--- config.mk ---
export PLATFORM = sky130hd
export DESIGN_NAME = jogo_memoria_param
export DESIGN_NICKNAME = d
export VERILOG_FILES = /design/src/rtl/jogo_memoria_param.sv
export SDC_FILE = /design/constraint.sdc
export NUM_CORES = 1
export LEC_CHECK = 0
export ABC_AREA = 1
export ABC_CLOCK_PERIOD_IN_PS = 4900
export BUFFER_PORTS_ARGS = -buffer_cell sky130_fd_sc_hd__buf_2
export CAP_MARGIN = 20
export CORE_MARGIN = 8
export CORE_UTILIZATION = 60
export DETAILED_ROUTE_END_ITERATION = 12
export PLACE_DENSITY = 0.85
export REMOVE_ABC_BUFFERS = 1
export SKIP_LAST_GASP = 1
export SLEW_MARGIN = 20
export SYNTH_ARGS = -nofsm -noshare
export SYNTH_HDL_FRONTEND = slang
export SYNTH_SLANG_ARGS = --single-unit
--- constraint.sdc ---
create_clock -name clock -period 4.9 [get_ports clock]
set_input_delay 0.98 -clock clock [delete_from_list [all_inputs] [get_ports clock]]
set_output_delay 0.98 -clock clock [all_outputs]
set_load 0.05 [all_outputs]
--- src/rtl/jogo_memoria_param.sv ---
// Parametrised memory game: FSM, sequence RAM, LED/timeout counters and button capture in one block.
// Build option LFSR_SEQ_EN: new sequence elements come from a free-running LFSR instead of the player.
module jogo_memoria_param #(
    parameter int N_BOTOES     = 4,
    parameter int MAX_RODADAS  = 16,
    parameter int RODADAS_DEMO = 4,
    parameter int T_LED        = 50_000_000,
    parameter int T_TIMEOUT    = 250_000_000,
    parameter int VIDAS        = 3
) (
    input  logic                           clock,
    input  logic                           reset,
    input  logic                           jogar,
    input  logic [1:0]                     configuracao,
    input  logic [N_BOTOES-1:0]            botoes,
    output logic [N_BOTOES-1:0]            leds,
    output logic                           pronto,
    output logic                           ganhou,
    output logic                           perdeu,
    output logic                           timeout,
    output logic [$clog2(VIDAS+1)-1:0]     vidas,
    output logic [4:0]                     db_estado,
    output logic [$clog2(MAX_RODADAS)-1:0] db_rodada,
    output logic [$clog2(MAX_RODADAS)-1:0] db_endereco,
    output logic [$clog2(N_BOTOES)-1:0]    db_jogada
);
    localparam int W  = $clog2(N_BOTOES);
    localparam int RW = $clog2(MAX_RODADAS);
    localparam int VW = $clog2(VIDAS + 1);
    localparam int LW = (T_LED > 1) ? $clog2(T_LED) : 1;
    localparam int TW = (T_TIMEOUT > 1) ? $clog2(T_TIMEOUT) : 1;

    localparam logic [4:0] INICIAL     = 5'd0;
    localparam logic [4:0] NOVO_ELEM   = 5'd1;
    localparam logic [4:0] PREP_MOSTRA = 5'd2;
    localparam logic [4:0] MOSTRA      = 5'd3;
    localparam logic [4:0] PREP_ESPERA = 5'd4;
    localparam logic [4:0] ESPERA      = 5'd5;
    localparam logic [4:0] COMPARA     = 5'd6;
    localparam logic [4:0] PROXIMA     = 5'd7;
    localparam logic [4:0] ERRO        = 5'd8;
    localparam logic [4:0] FIM_ACERTO  = 5'd9;
    localparam logic [4:0] FIM_ERRO    = 5'd10;
    localparam logic [4:0] FIM_TIMEOUT = 5'd11;

    localparam logic [LW-1:0]       LED_MAX  = LW'(T_LED - 1);
    localparam logic [LW-1:0]       L_UM     = LW'(1);
    localparam logic [TW-1:0]       TMO_MAX  = TW'(T_TIMEOUT - 1);
    localparam logic [TW-1:0]       T_UM     = TW'(1);
    localparam logic [RW-1:0]       R_UM     = RW'(1);
    localparam logic [RW-1:0]       LIM_DEMO = RW'(RODADAS_DEMO - 1);
    localparam logic [RW-1:0]       LIM_FULL = RW'(MAX_RODADAS - 1);
    localparam logic [VW-1:0]       V_UM     = VW'(1);
    localparam logic [VW-1:0]       V_INI    = VW'(VIDAS);
    localparam logic [N_BOTOES-1:0] B_UM     = {{(N_BOTOES-1){1'b0}}, 1'b1};

    logic [4:0]          r_estado;
    logic [RW-1:0]       r_rodada;
    logic [RW-1:0]       r_endereco;
    logic [VW-1:0]       r_vidas;
    logic                r_demo;
    logic                r_tmo_en;
    logic [LW-1:0]       r_led_cnt;
    logic                r_fase;
    logic [TW-1:0]       r_tmo_cnt;
    logic [W-1:0]        r_mem [0:MAX_RODADAS-1];
    logic [N_BOTOES-1:0] r_botoes;
    logic [N_BOTOES-1:0] r_botoes_d;
    logic [W-1:0]        r_jogada;
    logic                r_pronto;
    logic                r_ganhou;
    logic                r_perdeu;
    logic                r_timeout;

    logic                w_jogada_feita;
    logic                w_um_bit;
    logic                w_jogada_valida;
    logic                w_jogada_invalida;
    logic [W-1:0]        w_codigo;
    logic [W-1:0]        w_elem;
    logic [N_BOTOES-1:0] w_onehot;
    logic                w_ultima;

    // A play is the first cycle the registered buttons leave zero; two or more bits make it invalid.
    assign w_jogada_feita    = (|r_botoes) & ~(|r_botoes_d);
    assign w_um_bit          = ((r_botoes & (r_botoes - B_UM)) == '0);
    assign w_jogada_valida   = w_jogada_feita & w_um_bit;
    assign w_jogada_invalida = w_jogada_feita & ~w_um_bit;

    always_comb begin
        w_codigo = '0;
        for (int i = 0; i < N_BOTOES; i++) begin
            if (r_botoes[i]) w_codigo = W'(i);
        end
    end

    assign w_elem   = r_mem[r_endereco];
    assign w_onehot = B_UM << w_elem;
    assign w_ultima = r_demo ? (r_rodada == LIM_DEMO) : (r_rodada == LIM_FULL);

`ifdef LFSR_SEQ_EN
    logic [15:0]  r_lfsr;
    logic [W-1:0] w_lfsr_bits;
    logic [W-1:0] w_lfsr_codigo;

    assign w_lfsr_bits   = r_lfsr[W-1:0];
    assign w_lfsr_codigo = (32'(w_lfsr_bits) >= N_BOTOES) ? (w_lfsr_bits - W'(N_BOTOES)) : w_lfsr_bits;

    // Right-shifting Galois form of x^16 + x^14 + x^13 + x^11 + 1.
    always_ff @(posedge clock or posedge reset) begin
        if (reset) r_lfsr <= 16'hACE1;
        else       r_lfsr <= {1'b0, r_lfsr[15:1]} ^ (r_lfsr[0] ? 16'hB400 : 16'h0000);
    end
`endif

    always_ff @(posedge clock or posedge reset) begin
        if (reset) begin
            r_estado   <= INICIAL;
            r_rodada   <= '0;
            r_endereco <= '0;
            r_vidas    <= V_INI;
            r_demo     <= 1'b0;
            r_tmo_en   <= 1'b0;
            r_led_cnt  <= '0;
            r_fase     <= 1'b0;
            r_tmo_cnt  <= '0;
            r_botoes   <= '0;
            r_botoes_d <= '0;
            r_jogada   <= '0;
            r_pronto   <= 1'b0;
            r_ganhou   <= 1'b0;
            r_perdeu   <= 1'b0;
            r_timeout  <= 1'b0;
            for (int i = 0; i < MAX_RODADAS; i++) r_mem[i] <= '0;
        end else begin
            r_botoes   <= botoes;
            r_botoes_d <= r_botoes;
            if (w_jogada_valida) r_jogada <= w_codigo;

            // Flags follow the terminal state one cycle late and drop on the restarting edge.
            r_ganhou  <= (r_estado == FIM_ACERTO) && !jogar;
            r_perdeu  <= (r_estado == FIM_ERRO) && !jogar;
            r_timeout <= (r_estado == FIM_TIMEOUT) && !jogar;
            r_pronto  <= ((r_estado == FIM_ACERTO) || (r_estado == FIM_ERRO) ||
                          (r_estado == FIM_TIMEOUT)) && !jogar;

            case (r_estado)
                INICIAL, FIM_ACERTO, FIM_ERRO, FIM_TIMEOUT: begin
                    if (jogar) begin
                        r_demo     <= configuracao[0];
                        r_tmo_en   <= configuracao[1];
                        r_vidas    <= V_INI;
                        r_rodada   <= '0;
                        r_endereco <= '0;
                        r_estado   <= NOVO_ELEM;
                    end
                end
                NOVO_ELEM: begin
`ifdef LFSR_SEQ_EN
                    r_mem[r_rodada] <= w_lfsr_codigo;
                    r_estado        <= PREP_MOSTRA;
`else
                    if (w_jogada_valida) begin
                        r_mem[r_rodada] <= w_codigo;
                        r_estado        <= PREP_MOSTRA;
                    end
`endif
                end
                PREP_MOSTRA: begin
                    r_endereco <= '0;
                    r_led_cnt  <= '0;
                    r_fase     <= 1'b0;
                    r_estado   <= MOSTRA;
                end
                MOSTRA: begin
                    // r_fase 0 = element lit, 1 = dark gap before the next element.
                    if (r_led_cnt == LED_MAX) begin
                        r_led_cnt <= '0;
                        r_fase    <= ~r_fase;
                        if (r_fase) begin
                            if (r_endereco == r_rodada) r_estado <= PREP_ESPERA;
                            else                        r_endereco <= r_endereco + R_UM;
                        end
                    end else begin
                        r_led_cnt <= r_led_cnt + L_UM;
                    end
                end
                PREP_ESPERA: begin
                    r_endereco <= '0;
                    r_tmo_cnt  <= '0;
                    r_estado   <= ESPERA;
                end
                ESPERA: begin
                    if (w_jogada_valida)        r_estado <= COMPARA;
                    else if (w_jogada_invalida) r_estado <= ERRO;
                    else if (r_tmo_cnt == TMO_MAX) begin
                        if (r_tmo_en) r_estado <= FIM_TIMEOUT;
                    end else begin
                        r_tmo_cnt <= r_tmo_cnt + T_UM;
                    end
                end
                COMPARA: begin
                    if (r_jogada != w_elem) r_estado <= ERRO;
                    else if (r_endereco != r_rodada) begin
                        r_endereco <= r_endereco + R_UM;
                        r_tmo_cnt  <= '0;
                        r_estado   <= ESPERA;
                    end else begin
                        r_estado <= PROXIMA;
                    end
                end
                PROXIMA: begin
                    if (w_ultima) r_estado <= FIM_ACERTO;
                    else begin
                        r_rodada <= r_rodada + R_UM;
                        r_estado <= NOVO_ELEM;
                    end
                end
                ERRO: begin
                    if (r_vidas > V_UM) begin
                        r_vidas  <= r_vidas - V_UM;
                        r_estado <= PREP_MOSTRA;
                    end else begin
                        r_vidas  <= '0;
                        r_estado <= FIM_ERRO;
                    end
                end
                default: r_estado <= INICIAL;
            endcase
        end
    end

    assign leds        = (r_estado == MOSTRA) ? (r_fase ? '0 : w_onehot) : r_botoes;
    assign pronto      = r_pronto;
    assign ganhou      = r_ganhou;
    assign perdeu      = r_perdeu;
    assign timeout     = r_timeout;
    assign vidas       = r_vidas;
    assign db_estado   = r_estado;
    assign db_rodada   = r_rodada;
    assign db_endereco = r_endereco;
    assign db_jogada   = r_jogada;
endmodule

Word level (Yosys, flattened, before mapping)
Index checks and enable logic that the tools add are counted.

Word-level logic and storage cells: 159. Bits in registers: 118. Bits of input ports: 9. Output and inout bits: 25.

Shift operators: 1. Magnitude comparators: 4. Muxes and demuxes: 48. Eq/ne operators: 32. Bitwise operators: 9. Reduce and logical (&&, ||, !) cells: 27. Add/sub/neg operators: 6.

Operators by type and width (count): 2-to-1 mux 28 bit (5); case mux 28 bit (3 select lines) (1); case mux 26 bit (2 select lines) (1); 2-to-1 mux 4 bit (12); 2-to-1 mux 5 bit (9); case mux 5 bit (9 select lines) (1); bitwise mux 32 bit (1); adder 28 x 1 -> 28 bit (second input constant) (1); equality test 28 bit (second input constant) (1); adder 26 x 1 -> 26 bit (second input constant) (1); equality test 26 bit (second input constant) (1); 2-to-1 mux 26 bit (1); inequality test 2 bit (second input constant) (12); equality test 5 x 3 -> 1 bit (second input constant) (4); equality test 5 x 4 -> 1 bit (second input constant) (4); 2-to-1 mux 2 bit (8); case mux 4 bit (4 select lines) (1); AND reduction 7 bit (2); OR reduction 4 bit (3); equality test 5 x 2 -> 1 bit (second input constant) (2); greater-or-equal comparator 5 bit (second input constant) (2); inverter 4 -> 5 bit (2); adder 4 x 1 -> 4 bit (second input constant) (2); binary-select mux 2 bit (select 4 bit) (1); 32 further kinds (49).

Logic depth before layout (Yosys ltp)
Depth in word-level cells: 8. Depth in mapped cells: 16. Gate-level depth less buffers: 14.

Worst setup path after synthesis
No wires, ideal clock.

Path kind: reg2out. From: register r_estado[3] (netlist: db_estado[3]). To: output leds[0]. Buffers on the path: 0. Path slack: 1685 ps. Data required time: 3920 ps. Cell stages (with the launch flop): 8. Arrival time: 2235 ps. Path through: dfrtp_1 -> nor2_1 -> inv_1 -> nor2_1 -> inv_1 -> nor2_1 -> nand3_1 -> o22ai_1.

Longest elaborated chain between the ends: 2.

RTL lines: start: declaration (RTL line 57) `logic [4:0] r_estado;`; start signal: assignment (RTL line 118) `r_estado <= INICIAL;`; start signal: assignment (RTL line 155) `r_estado <= NOVO_ELEM;`; start signal: assignment (RTL line 165) `r_estado <= PREP_MOSTRA;`; equality test 5 x 2 -> 1 bit (RTL line 233) `assign leds = (r_estado == MOSTRA) ? (r_fase ? '0 : w_onehot) : r_botoes;`; 2-to-1 mux 4 bit (RTL line 233); end: declaration (RTL line 16) `output logic [N_BOTOES-1:0] leds,`.

No other way between the ends.

Final worst setup path
From: register r_endereco[0] (netlist: db_endereco[0]). To: output leds[2].

Longest elaborated chain between the ends: 7.

RTL lines: start: declaration (RTL line 59) `logic [RW-1:0] r_endereco;`; start signal: assignment (RTL line 182) `else r_endereco <= r_endereco + R_UM;`; start signal: assignment (RTL line 205) `r_endereco <= r_endereco + R_UM;`; inverter 4 -> 5 bit (not written as such) (RTL line 97) `assign w_elem = r_mem[r_endereco];`; binary-select mux 2 bit (select 4 bit) (RTL line 97); 2-to-1 mux 2 bit (not written as such) (2 in series) (RTL line 97); left shift 1 x 2 -> 4 bit (RTL line 98) `assign w_onehot = B_UM << w_elem;`; 2-to-1 mux 4 bit (2 in series) (RTL line 233).

No other way between the ends. The select of a mux whose other input is x is not followed.

==> impl_metrics.py <==
metrics = {
    "grt": {
        "grt_overflow": 0,
        "grt_use_total_pct": 23.4,
        "grt_pass1_vias": 5824,
        "grt_first_pass_wirelength_mm": 28.3,
        "grt_max_degree": 76,
        "antenna_found_initial": 0,
    },
    "clocking": {
        "clkSinkCount": 117,
        "cts_buffers": 17,
        "cts_buffer_depth": 2,
        "htree_levels": 4,
        "cts.clk_slew.worst_paths_ps": 60,
        "cts_tree": "yes",
        "holdBufCountCts": 0,
        "cts_root_buf": "clkbuf_16",
        "post_cts_buffers": 0,
        "cts-resized-gates": 0,
        "clk_latency_ps": 420,
    },
    "detailed_routing": {
        "drtAntennaViolNets": 0,
        "dr.pass1.iters": 7,
        "postRouteWirelength_mm": 17.0,
        "wl_per_cell_um": 14.6,
        "drc_errors": 0,
        "via_per_inst": 5.67,
        "vias": 6597,
        "drt_iter0_drc": 795,
    },
    "worst_setup_path": {
        "crit_required_ps": 3920,
        "path_cells": "inv_2, nand2_1, nand3_1, nand3_1, nand3_1, nand2_1, inv_1, o22ai_1, buf_2",
        "critPathSlowestCell": "dfrtp_1",
        "r2r.worst_path.cells": 13,
        "critPathMaxFanout": 23,
        "r2r_end": "r_tmo_cnt[23]$_DFFE_PP0P_",
        "arrival_ps": 2580,
        "crit_type": "flop to output pin",
        "start_kind": "flop",
        "r2r_slack_ps": 1850,
        "cpPeakStageDelay_ps": 810,
        "critPathMostFrequentCell": "nand3_1",
        "worstSetupEndpointType": "output pin",
        "timing.rr.start": "db_endereco[0]$_DFFE_PP0P_",
    },
    "synth": {
        "yosysTopAreaCell": "dfrtp_1",
        "synth_area_leaders": "dfrtp_1 (42%), nand2_1 (16%), nor2_1 (7.4%)",
        "syn_avg_cell_area_um2": 7.05,
        "synth-warning-count": 0,
        "synth_top_area_share_pct": 41.7,
        "ys_seq_area_share_pct": 42.4,
        "yosys.cell_types.count": 38,
        "synthCells": 980,
        "ys_seq_elements": 117,
        "netlist_area_um2": 6900,
    },
    "place": {
        "hpwl_mm": 11.8,
        "dp.cells": 1131,
        "place_area_um2": 7140,
        "io_buffers": 32,
        "gp_congestion": 0.969,
    },
    "run": {
        "maxCapViolCount": 0,
    },
    "hold_path": {
        "hp-start": "r_botoes[0]$_DFF_PP0_",
        "hold_depth": 0,
        "hold_path.class": "flop to flop",
        "hold_end": "r_botoes_d[0]$_DFF_PP0_",
    },
    "sta": {
        "tightest_slew_ps": 925,
        "setup_viol": 0,
        "post-route-period-util_pct": 72.6,
        "finalHoldViolCount": 0,
        "timing.fmax_mhz": 281,
        "relSlewSlack_pct": 38.3,
        "setup_tns_ps": 0,
        "rsz0062_at_grt": "false",
        "fin_crit_ps": 3560,
        "fin_worst_skew_ps": 11.3,
        "report.final.slew_viol_count": 0,
    },
    "power_and_ir_drop": {
        "seqPwrFrac_pct": 35.6,
        "finalPower_mw": 3.15,
        "comb_power_share_pct": 25.9,
        "p_int_mw": 2.00,
        "p_sw_share_pct": 36.4,
        "switchingPower_mw": 1.15,
        "p_leak_nw": 3.49,
        "pwr_density_cell_nw_per_um2": 408,
        "clkPwrFrac_pct": 38.5,
        "ir_worst_vdd_mv": 0.327,
    },
    "floorplan": {
        "initial_core_util_pct": 61.0,
        "die_w_um": 123,
        "design.core.area_um2": 11300,
        "rows": 39,
        "die-area_um2": 15200,
        "pin_count": 34,
        "die_h_um": 123,
    },
    "layout": {
        "final_util_pct": 68.1,
        "nets": 1023,
        "layout-drive-gt1-share_pct": 8.14,
        "diodes": 0,
        "fillers": 939,
        "design_area_um2": 7710,
        "final_cells": 1163,
        "area_growth_pct": 11.7,
    },
    "status": {
        "status": "finished, final reports clean",
    },
}
power groups by stage:
stage / sequential [mW] / clock, mW / combinational (mW)
5_1_grt: 1.13 / 1.26 / 0.902
3_3_place_gp: 1.13 / 0 / 0.792
4_1_cts: 1.12 / 1.22 / 0.806
6_report: 1.12 / 1.21 / 0.816
2_1_floorplan: 1.20 / 0 / 0.504
3_5_place_dp: 1.13 / 0 / 0.801
per-stage QoR:
stage	worst slack, ps	hold WS [ps]
final	1340	412
after global routing	1110	431
after CTS	1360	412
after detailed placement	1810	397
after global placement	1870	388
after floorplan	823	375
cell type report:
class,count,area [um^2],share of cell area (%)
Clock buffer,19,443,5.74
Timing Repair Buffer,39,213,2.76
Tap cell,143,179,2.32
Inverter,110,415,5.38
Sequential cell,117,2930,38.0
Multi-Input combinational cell,722,3400,44.1
Clock inverter,13,133,1.72
critical path, delay by kind of cell, from the launching register on:
family | cells | cell delay [ps]
flip-flops | 1 | 810
buffers and inverters | 3 | 640
AND/OR/NAND/NOR | 5 | 580
AO/OA/AOI/OAI | 1 | 130
cell families (layout without fill, tap and decap cells):
logic type	after synthesis	in the layout	synth area share [%]
xor gates and xnor gates	32	32	4.06
adders and majority gates	7	7	1.27
AOI/OAI and AO/OA	86	86	6.56
buffers and inverters	141	181	8.28
other	1	1	0.0543
and+or+nand+nor	596	596	37.3
DFF	117	117	42.4
worst max path at each step:
stage,start,to,depth (start not counted)
2_1_floorplan,reset,db_endereco[0]$_DFFE_PP0P_,1
6_report,db_endereco[0]$_DFFE_PP0P_,leds[2],9
5_1_grt,db_endereco[0]$_DFFE_PP0P_,leds[3],9
3_3_place_gp,db_endereco[0]$_DFFE_PP0P_,leds[3],9
3_5_place_dp,db_endereco[0]$_DFFE_PP0P_,leds[2],9
4_1_cts,db_endereco[0]$_DFFE_PP0P_,leds[2],9
Yosys cell counts (all sizes together):
library cell  number
o21ai             58
buf               20
o31ai              1
o22ai              7
xor2              19
nor4               3
clkbuf            11
o21a               1
dfrtp            115
nand4             56
nand2            292
o21bai             1
nor3              30
o32ai              1
and2               1
and3               1
nand3             65
a211oi             1
nand3b             2
nor3b              5
conb               1
inv              110
ha                 7
nor2             141
xnor2             13
dfstp              2
a21oi             16
registers in the layout, summed over array words and instances, names as in the netlist, 2 cells and up:
register and flops:
r_mem 32, db_endereco 4, r_tmo_cnt 28, r_botoes 4
db_rodada 4, db_jogada 2, r_led_cnt 26, vidas 2
r_botoes_d 4, db_estado 4
routing by layer:
metal	up-vias	wire length (um)	global-route usage [%]
met2	280	7580	34.9
met3	30	1260	5.80
met5	-	0	0
met4	0	332	8.43
li1	3220	-	-
met1	3067	7850	32.6
placed cells by master, fill, tap and decap left out, types with 2 or more instances in the layout:
cell type,count
nand2_1,290
nor2_1,137
dfrtp_1,115
inv_1,106
nand3_1,64
o21ai_0,57
nand4_1,56
buf_2,32
nor3_1,30
xor2_1,19
clkbuf_16,17
a21oi_1,16
xnor2_1,13
o22ai_1,7
ha_1,7
buf_4,7
nor3b_1,5
clkinv_2,5
clkinvlp_4,4
nor4_1,3
inv_2,3
nor2_4,2
nand3b_1,2
nor2_2,2
bufinv_16,2
dfstp_2,2
No activity file was read; power rests on OpenSTA's default activity.
